File: config.mk
export PLATFORM = sky130hd
export DESIGN_NAME = serial_subtractor
export DESIGN_NICKNAME = d
export VERILOG_FILES = /design/src/rtl/adder_pkg.sv /design/src/rtl/full_subtractor.sv /design/src/rtl/serial_subtractor.sv
export SDC_FILE = /design/constraint.sdc
export NUM_CORES = 1
export LEC_CHECK = 0
export BUFFER_PORTS_ARGS = -buffer_cell sky130_fd_sc_hd__clkbuf_2
export CAP_MARGIN = 5
export CORE_MARGIN = 2
export CORE_UTILIZATION = 36
export DETAILED_ROUTE_END_ITERATION = 6
export SYNTH_ARGS = -nofsm -noshare
export SYNTH_HDL_FRONTEND = slang
export SYNTH_SLANG_ARGS = --single-unit
File: constraint.sdc
create_clock -name clk -period 4.4 [get_ports clk]
set_input_delay 1.32 -clock clk [delete_from_list [all_inputs] [get_ports clk]]
set_output_delay 1.32 -clock clk [all_outputs]
set_load 0.1 [all_outputs]
File: src/rtl/adder_pkg.sv
`default_nettype none
// ============================================================================
//  Module      : adder_pkg
//  Description : Shared state encoding and default operand width for the
//                adder/subtractor family.
//  Revision    : 1.0  initial release
// ============================================================================
package adder_pkg;

    localparam int DEFAULT_WIDTH = 4;

    typedef enum logic [1:0] {
        IDLE = 2'd0,
        RUN  = 2'd1,
        DONE = 2'd2
    } state_t;

endpackage : adder_pkg
`default_nettype wire

File: src/rtl/full_subtractor.sv
`default_nettype none
// ============================================================================
//  Module      : full_subtractor
//  Description : Single-bit combinational full subtractor (a - b - bin).
//  Revision    : 1.0  initial release
// ============================================================================
module full_subtractor (
    input  logic a,
    input  logic b,
    input  logic bin,
    output logic d,
    output logic bout
);

    // Difference bit and borrow out of this bit position
    always_comb begin
        d    = a ^ b ^ bin;
        bout = (~a & b) | (~(a ^ b) & bin);
    end

endmodule : full_subtractor
`default_nettype wire

File: src/rtl/serial_subtractor.sv
`default_nettype none
// ============================================================================
//  Module      : serial_subtractor
//  Description : Bit-serial WIDTH-bit subtractor, D = A - B - Bin, LSB first,
//                one bit per clock with a start/done handshake.
//  Revision    : 1.0  initial release
// ============================================================================
module serial_subtractor
    import adder_pkg::*;
#(
    parameter int WIDTH = DEFAULT_WIDTH
) (
    input  logic             clk,
    input  logic             rst_n,
    input  logic             start,
    input  logic [WIDTH-1:0] A,
    input  logic [WIDTH-1:0] B,
    input  logic             Bin,
    output logic             busy,
    output logic             done,
    output logic [WIDTH-1:0] D,
    output logic             Bout,
    output logic             V
);

    localparam int CNT_W = $clog2(WIDTH + 1);
    localparam logic [CNT_W-1:0] C_LAST = CNT_W'(WIDTH - 1);

    state_t           r_state;
    state_t           w_state_next;
    logic [WIDTH-1:0] r_a;
    logic [WIDTH-1:0] r_b;
    logic [WIDTH-1:0] r_res;
    logic [CNT_W-1:0] r_cnt;
    logic             r_br;
    logic             w_diff;
    logic             w_br_next;
    logic             w_load;
    logic             w_last;

    // A new operation is accepted whenever the block is not mid-subtraction
    assign w_load = start && (r_state != RUN);
    // Final bit of the current operation (MSB position)
    assign w_last = (r_state == RUN) && (r_cnt == C_LAST);

    assign busy = (r_state == RUN);
    assign done = (r_state == DONE);

    // The one and only subtractor cell, reused for every bit position
    full_subtractor u_cell (
        .a    (r_a[0]),
        .b    (r_b[0]),
        .bin  (r_br),
        .d    (w_diff),
        .bout (w_br_next)
    );

    // State register
    always_ff @(posedge clk or negedge rst_n) begin
        if (!rst_n) begin
            r_state <= IDLE;
        end else begin
            r_state <= w_state_next;
        end
    end

    // Next-state logic: DONE lasts one cycle unless immediately restarted
    always_comb begin
        w_state_next = r_state;
        case (r_state)
            IDLE:    if (w_load) w_state_next = RUN;
            RUN:     if (w_last) w_state_next = DONE;
            DONE:    w_state_next = w_load ? RUN : IDLE;
            default: w_state_next = IDLE;
        endcase
    end

    // Operand shifting, borrow chain, bit counter and result capture
    always_ff @(posedge clk or negedge rst_n) begin
        if (!rst_n) begin
            r_a   <= '0;
            r_b   <= '0;
            r_res <= '0;
            r_cnt <= '0;
            r_br  <= 1'b0;
            D     <= '0;
            Bout  <= 1'b0;
            V     <= 1'b0;
        end else if (w_load) begin
            r_a   <= A;
            r_b   <= B;
            r_br  <= Bin;
            r_cnt <= '0;
        end else if (r_state == RUN) begin
            r_a   <= {1'b0, r_a[WIDTH-1:1]};
            r_b   <= {1'b0, r_b[WIDTH-1:1]};
            r_res <= {w_diff, r_res[WIDTH-1:1]};
            r_br  <= w_br_next;
            r_cnt <= r_cnt + 1'b1;
            // Outputs only move on the final bit; signed overflow is the
            // borrow into the MSB differing from the borrow out of it
            if (w_last) begin
                D    <= {w_diff, r_res[WIDTH-1:1]};
                Bout <= w_br_next;
                V    <= r_br ^ w_br_next;
            end
        end
    end

endmodule : serial_subtractor
`default_nettype wire

==> results.toml, run 1 <==
[detailed_routing]
drtIter0Drc = 4
ant_nets = 0
post-route-drc-count = 0
avgViaCountPerCell = 4.992
routed_wirelength_um = 1582
dr.pass1.iters = 4
vias = 624
drt-wirelength-per-cell_um = 12.66

[placed_design]
port_buffers = 19
place_area_sq_um = 1182
place.detailed.hpwl_um = 1210
gp_congestion = 0.6420

[floorplan]
die_h_um = 58.55
die_x_um = 58.55
io_pins = 20
initial_core_util_pct = 38.51
die-area_sq_um = 3428
row_count = 19
core_region_area_sq_um = 2781

[sta]
layout_min_cycle_time_ns = 3.098
clock_skew_ns = 0.001798
maxSlewHeadroom_pct = 63.02
max_freq_mhz = 322.8
tightest_slew_ns = 0.5547
setup_viol = 0
rsz0062_at_grt = "no"
setup-tns-final_ns = 0
min_period_over_period_pct = 70.40
hold_violations = 0
drv_slew = 0

[clocking]
cts_tree = "done"
cts_hold_buf = 0
clk_pin_slew_ns = 0.11
cts_root_buffer = "clkbuf_4"
cts.sinks = 23
cts_resized = 0
cts_buffers = 3
cts_buffer_depth = 2
cts_setup_buffers = 0
clk_latency_ns = 0.29
htree_num_levels = 1

[setup_path]
end_kind = "output port"
crit_path_start_kind = "flip-flop"
crit_path_top_delay_cell = "clkbuf_2"
reg2reg_depth = 4
path_cells = "nand2b_2, inv_1, clkbuf_2"
required_ns = 3.08
cp_slowest_stage_delay_ns = 0.48
cp_max_fo = 14
r2r_start = "r_cnt[0]$_DFFE_PN0P_"
worstPathArrival_ns = 1.78
worstSetupPathType = "reg2out"
r2r_slack_ns = 2.90
crit_buf_inv = 2
critPathTopFamily = "buffers and inverters"
r2r-end = "D[2]$_DFFE_PN0P_"

[yosys]
synth_fp_nets = 88
yosysUniqueCellTypes = 15
yosysTopAreaCell = "dfrtp_1"
syn_area_sq_um = 1071
synth_top_cell_area_share_pct = 53.74
synthCells = 73
ys_ff_latch = 23
ys_seq_area_share_pct = 53.74
synth.area.top_cells = "dfrtp_1 (54%), mux2_2 (13%), mux2_4 (8.4%), mux2i_1 (6.5%), mux2_1 (3.2%)"
ys_warn_count = 0
avgSynthCellArea_sq_um = 14.67

[final_layout]
nets = 110
final_cell_mix = "dfrtp_1 (23), clkbuf_2 (19), mux2_2 (12)"
final_common_cell = "dfrtp_1"
drive_above_1_share_pct = 46.81
design_area_sq_um = 1209
n_antenna_cell = 0
area_growth_pct = 12.85

[hold_path]
holdPathStages = 1
holdPathEnd = "r_b[1]$_DFFE_PN0P_"
hold_class = "reg2reg"
hold_path_startpoint = "r_b[2]$_DFFE_PN0P_"

[grt]
grt_pass1_wl_um = 2863
grt_start_max_net_pins = 24
grt-ovfl-total = 0
grt_pass1_vias = 676
grt_util_all_layers_pct = 11.14
antenna_found_initial = 0

[status]
status = "finished, final reports clean"

[flow_run]
cap_violations = 0
==> layout make-up <==
class | count | area (sq um)
Clock buffer | 4 | 26.28
Multi-Input combinational cell | 41 | 446.7
Tap cell | 31 | 38.79
Fill cell | 267 | 1573
Sequential cell | 23 | 575.6
Inverter | 7 | 26.28
Timing Repair Buffer | 19 | 95.09
==> state kept, by name, summed over array words and instances, names as in the netlist <==
register and flops:
r_a 4, r_br 1, r_state 2, V 1, Bout 1, r_cnt 3, r_b 4, r_res 3
D 4
==> kinds of logic after synthesis <==
group	synth area share, %
XOR/XNOR	0.8179
AND/OR/NAND/NOR	5.374
buffers and inverters	4.556
AO/OA/AOI/OAI	0.5845
multiplexers	30.72
adder cells (fa/ha/maj)	4.205
flip-flops	53.74
==> layer usage <==
metal,part of all wire (%),global-route usage (%)
met2,55,20.71
met1,40,12.09
met5,0,0
met3,4.3,1.538
met4,0.82,5.980
==> Yosys cell counts <==
master / count
fa_1: 1
ha_1: 2
nor2_1: 2
mux2_1: 3
nor2b_1: 2
mux2_2: 12
inv_1: 7
dfrtp_1: 23
xnor2_1: 1
mux2_4: 6
mux2i_1: 7
buf_6: 2
nand2b_2: 3
o22ai_1: 1
nand3b_2: 1
==> how the worst max path moves through the flow <==
stage	startpoint	endpoint	slack, ns	cells after the start
2_1_floorplan	r_state[0]$_DFFE_PN0P_	done	1.33	1
3_3_place_gp	r_state[1]$_DFFE_PN0P_	busy	1.67	3
3_5_place_dp	r_state[1]$_DFFE_PN0P_	busy	1.63	3
4_1_cts	r_state[1]$_DFFE_PN0P_	busy	1.28	3
5_1_grt	r_state[1]$_DFFE_PN0P_	busy	1.22	3
6_report	r_state[1]$_DFFE_PN0P_	busy	1.30	3
==> metrics by stage <==
step / hold WS [ns] / instances / worst slack [ns] / utilization [%]
CTS: 0.5194 / 125 / 1.282 / 43.45
floorplan: 0.4541 / 73 / 1.326 / -
global placement: 0.4738 / 121 / 1.672 / 42.51
finish: 0.5080 / 125 / 1.302 / 43.45
global route: 0.5409 / 125 / 1.215 / 43.45
detailed placement: 0.4920 / 121 / 1.633 / 42.51
Power of run 1 is left out: the tool's default activity adds up to more than one toggle a clock period on the data nets, which glitch-free logic cannot reach.
==> run 2, diff against run 1 <==
Clock period 4.4 ns to 2.6 ns, I/O delays scaled along.
==> results.toml, run 2 (same netlist as run 1, synthesis figures left out) <==
[sta]
maxSlewHeadroom_pct = 62.72
setup_viol = 0
clock_skew_ns = 0.002163
max_freq_mhz = 442.1
fin_ws_ns = 0.3381
drv_slew = 0
min_period_over_period_pct = 87.00
layout_min_cycle_time_ns = 2.262
hold_violations = 0
setup-tns-final_ns = 0
rsz0062_at_grt = "no"
tightest_slew_ns = 0.5593

[clocking]
cts_tree = "done"
cts.sinks = 23
clk_pin_slew_ns = 0.13
cts_setup_buffers = 0
cts_hold_buf = 0
cts_buffers = 3
htree_num_levels = 1
cts_buffer_depth = 2
cts_resized = 0
clk_latency_ns = 0.30
cts_root_buffer = "clkbuf_4"

[final_layout]
multiInputGateArea_sq_um = 446.7
area_growth_pct = 13.67
nets = 111
n_antenna_cell = 0
design_area_sq_um = 1217
nFillCells = 261
fin_cells = 126
final_cell_mix = "dfrtp_1 (23), clkbuf_2 (19), mux2_2 (12)"
drive_above_1_share_pct = 48.42
reg.largest.list = "D (4), r_a (4), r_b (4)"
final_common_cell = "dfrtp_1"
ff_latch_area_sq_um = 575.6

[setup_path]
r2r-end = "D[1]$_DFFE_PN0P_"
worstSetupPathType = "reg2out"
worstPathArrival_ns = 1.48
r2r_slack_ns = 1.08
crit_path_start_kind = "flip-flop"
reg2reg_depth = 4
required_ns = 1.82
cp_max_fo = 4
end_kind = "output port"
r2r_start = "r_cnt[0]$_DFFE_PN0P_"

[flow_run]
cap_violations = 0

[grt]
grt_pass1_wl_um = 2856
grt-ovfl-total = 0
grt_util_all_layers_pct = 11.19
antenna_found_initial = 0
grt_start_max_net_pins = 24
grt_pass1_vias = 648

[floorplan]
io_pins = 20
die-area_sq_um = 3428
die_h_um = 58.55
core_region_area_sq_um = 2781
initial_core_util_pct = 38.51
row_count = 19
die_x_um = 58.55

[detailed_routing]
routed_wirelength_um = 1610
ant_nets = 0
post-route-drc-count = 0
dr.pass1.iters = 3
drtIter0Drc = 5
vias = 622
drt-wirelength-per-cell_um = 12.78
avgViaCountPerCell = 4.937

[placed_design]
port_buffers = 19
dp.cells = 122
place.detailed.hpwl_um = 1209
gp_congestion = 0.6809
place_area_sq_um = 1190
place_ws_ns = 0.6788

[status]
status = "finished, final reports clean"

[hold_path]
hold_class = "in2async"
==> run 2: worst max-delay path by stage <==
stage / start / to / slack (ns) / cells past startpoint
finish: r_state[1]$_DFFE_PN0P_ / busy / 0.34 / 3
global route: r_state[1]$_DFFE_PN0P_ / busy / 0.25 / 3
CTS: r_state[1]$_DFFE_PN0P_ / busy / 0.32 / 3
detailed placement: r_state[1]$_DFFE_PN0P_ / busy / 0.68 / 3
global placement: r_state[1]$_DFFE_PN0P_ / busy / 0.69 / 3
floorplan: r_state[0]$_DFFE_PN0P_ / done / 0.07 / 1
==> run 2: area by class of cell <==
type	instances	area share (%)
clock buffers	3	1.850
clock inverters	1	0.4111
inverters	7	2.158
multi-input cells	41	36.69
flip-flops and latches	23	47.28
well taps	31	3.186
repair buffers	20	8.427
==> run 2: worst max-delay path: stages (launching register included) <==
cell and delay (ns):
dfrtp_1 0.40, nand2b_2 0.18, inv_1 0.12, clkbuf_2 0.48
==> run 2: per-layer routing <==
layer	vias to the layer above	part of all wire (%)	wire length, um	GRT usage, %
met5	-	0	0	0
met4	0	0.68	11	5.980
met3	2	3.3	53	1.538
met2	10	53	848	18.46
met1	315	43	697	14.22
li1	295	-	-	-
==> run 2: per-stage QoR <==
step | hold WS (ns) | utilization, %
floorplan | 0.4541 | -
CTS | 0.4496 | 43.77
global route | 0.4494 | 43.77
finish | 0.4355 | 43.77
detailed placement | 0.4799 | 42.78
global placement | 0.4690 | 42.78
Power of run 2 is left out for the same reason.
==> run 3, diff against run 2 <==
Settings changed: REMOVE_ABC_BUFFERS from default to 1.
==> results.toml, run 3 (same netlist as run 1, synthesis figures left out) <==
[detailed_routing]
drtIter0Drc = 3
post-route-drc-count = 0
drt-wirelength-per-cell_um = 13.51
routed_wirelength_um = 1702
avgViaCountPerCell = 4.857
vias = 612
dr.pass1.iters = 2
ant_nets = 0

[setup_path]
r2r_start = "r_cnt[0]$_DFFE_PN0P_"
required_ns = 1.82
end_kind = "output port"
cp_max_fo = 4
worstPathArrival_ns = 1.47
worstSetupPathType = "reg2out"
critPathLaunch = "r_state[1]$_DFFE_PN0P_"
crit_path_start_kind = "flip-flop"

[final_layout]
ff_latch_area_sq_um = 575.6
fin_cells = 126
drive_above_1_share_pct = 47.37
reg.largest.list = "D (4), r_a (4), r_b (4)"
n_antenna_cell = 0
final_common_cell = "dfrtp_1"
multiInputGateArea_sq_um = 446.7
area_growth_pct = 13.55
final_cell_mix = "dfrtp_1 (23), clkbuf_2 (19), mux2_2 (12)"
nFillCells = 265
nets = 111
design_area_sq_um = 1216

[clocking]
cts.sinks = 23
htree_num_levels = 1
clk_latency_ns = 0.30
cts_buffers = 3
cts_buffer_depth = 2
clk_pin_slew_ns = 0.12
cts_setup_buffers = 0
cts_root_buffer = "clkbuf_4"
cts_hold_buf = 0
cts_tree = "done"
cts_resized = 0

[sta]
drv_slew = 0
setup-tns-final_ns = 0
hold_violations = 0
rsz0062_at_grt = "no"
min_period_over_period_pct = 86.60
layout_min_cycle_time_ns = 2.252
clock_skew_ns = 0.006903
setup_viol = 0
maxSlewHeadroom_pct = 62.55
max_freq_mhz = 444.1
tightest_slew_ns = 0.5618
timing.hold.ws_ns = 0.4441

[grt]
antenna_found_initial = 0
grt_util_all_layers_pct = 11.69
grt_pass1_vias = 653
grt_pass1_wl_um = 2946
grt_start_max_net_pins = 24
grt-ovfl-total = 0

[placed_design]
place_area_sq_um = 1190
dp.cells = 122
gp_congestion = 0.6857
place.detailed.hpwl_um = 1285
port_buffers = 19

[floorplan]
row_count = 19
die_x_um = 58.55
initial_core_util_pct = 38.51
die-area_sq_um = 3428
io_pins = 20
core_region_area_sq_um = 2781
die_h_um = 58.55

[hold_path]
hold_class = "in2async"

[flow_run]
cap_violations = 0

[status]
status = "finished, final reports clean"
==> run 3: final timing paths <==
path | end | slack (ns) | cells after the start
setup / recovery | busy | 0.35 | 3
hold / removal | r_b[0]$_DFFE_PN0P_ | 0.44 | 1
setup reg to reg | D[1]$_DFFE_PN0P_ | 1.05 | 4
hold reg to reg | r_b[2]$_DFFE_PN0P_ | 0.50 | 1
max in group asynchronous | r_cnt[2]$_DFFE_PN0P_ | 1.78 | 1
min in group clk | r_b[2]$_DFFE_PN0P_ | 0.50 | 1
==> run 3: final cells by class <==
| type | instances | area share, % |
|---|---|---|
| flip-flops and latches | 23 | 47.32 |
| multi-input cells | 41 | 36.73 |
| repair buffers | 20 | 8.436 |
| well taps | 31 | 3.189 |
| clock buffers | 4 | 2.160 |
| inverters | 7 | 2.160 |
==> run 3: worst max-delay path, stage by stage, from the launching register on <==
cell	delay [ns]
dfrtp_1	0.40
nand2b_2	0.18
inv_1	0.11
clkbuf_2	0.47
==> run 3: per-layer routing <==
metal	share of wire (%)	track usage (%)
met1	42	14.33
met2	54	20.22
met3	2.5	1.978
met4	0.76	4.983
met5	0	0
==> run 3: through the flow <==
step                worst slack, ns  utilization, %
CTS                          0.3223           43.72
global route                 0.2359           43.72
global placement             0.7021           42.78
floorplan                   0.06637               -
detailed placement           0.6872           42.78
finish                       0.3485           43.72
Power of run 3 is left out for the same reason.
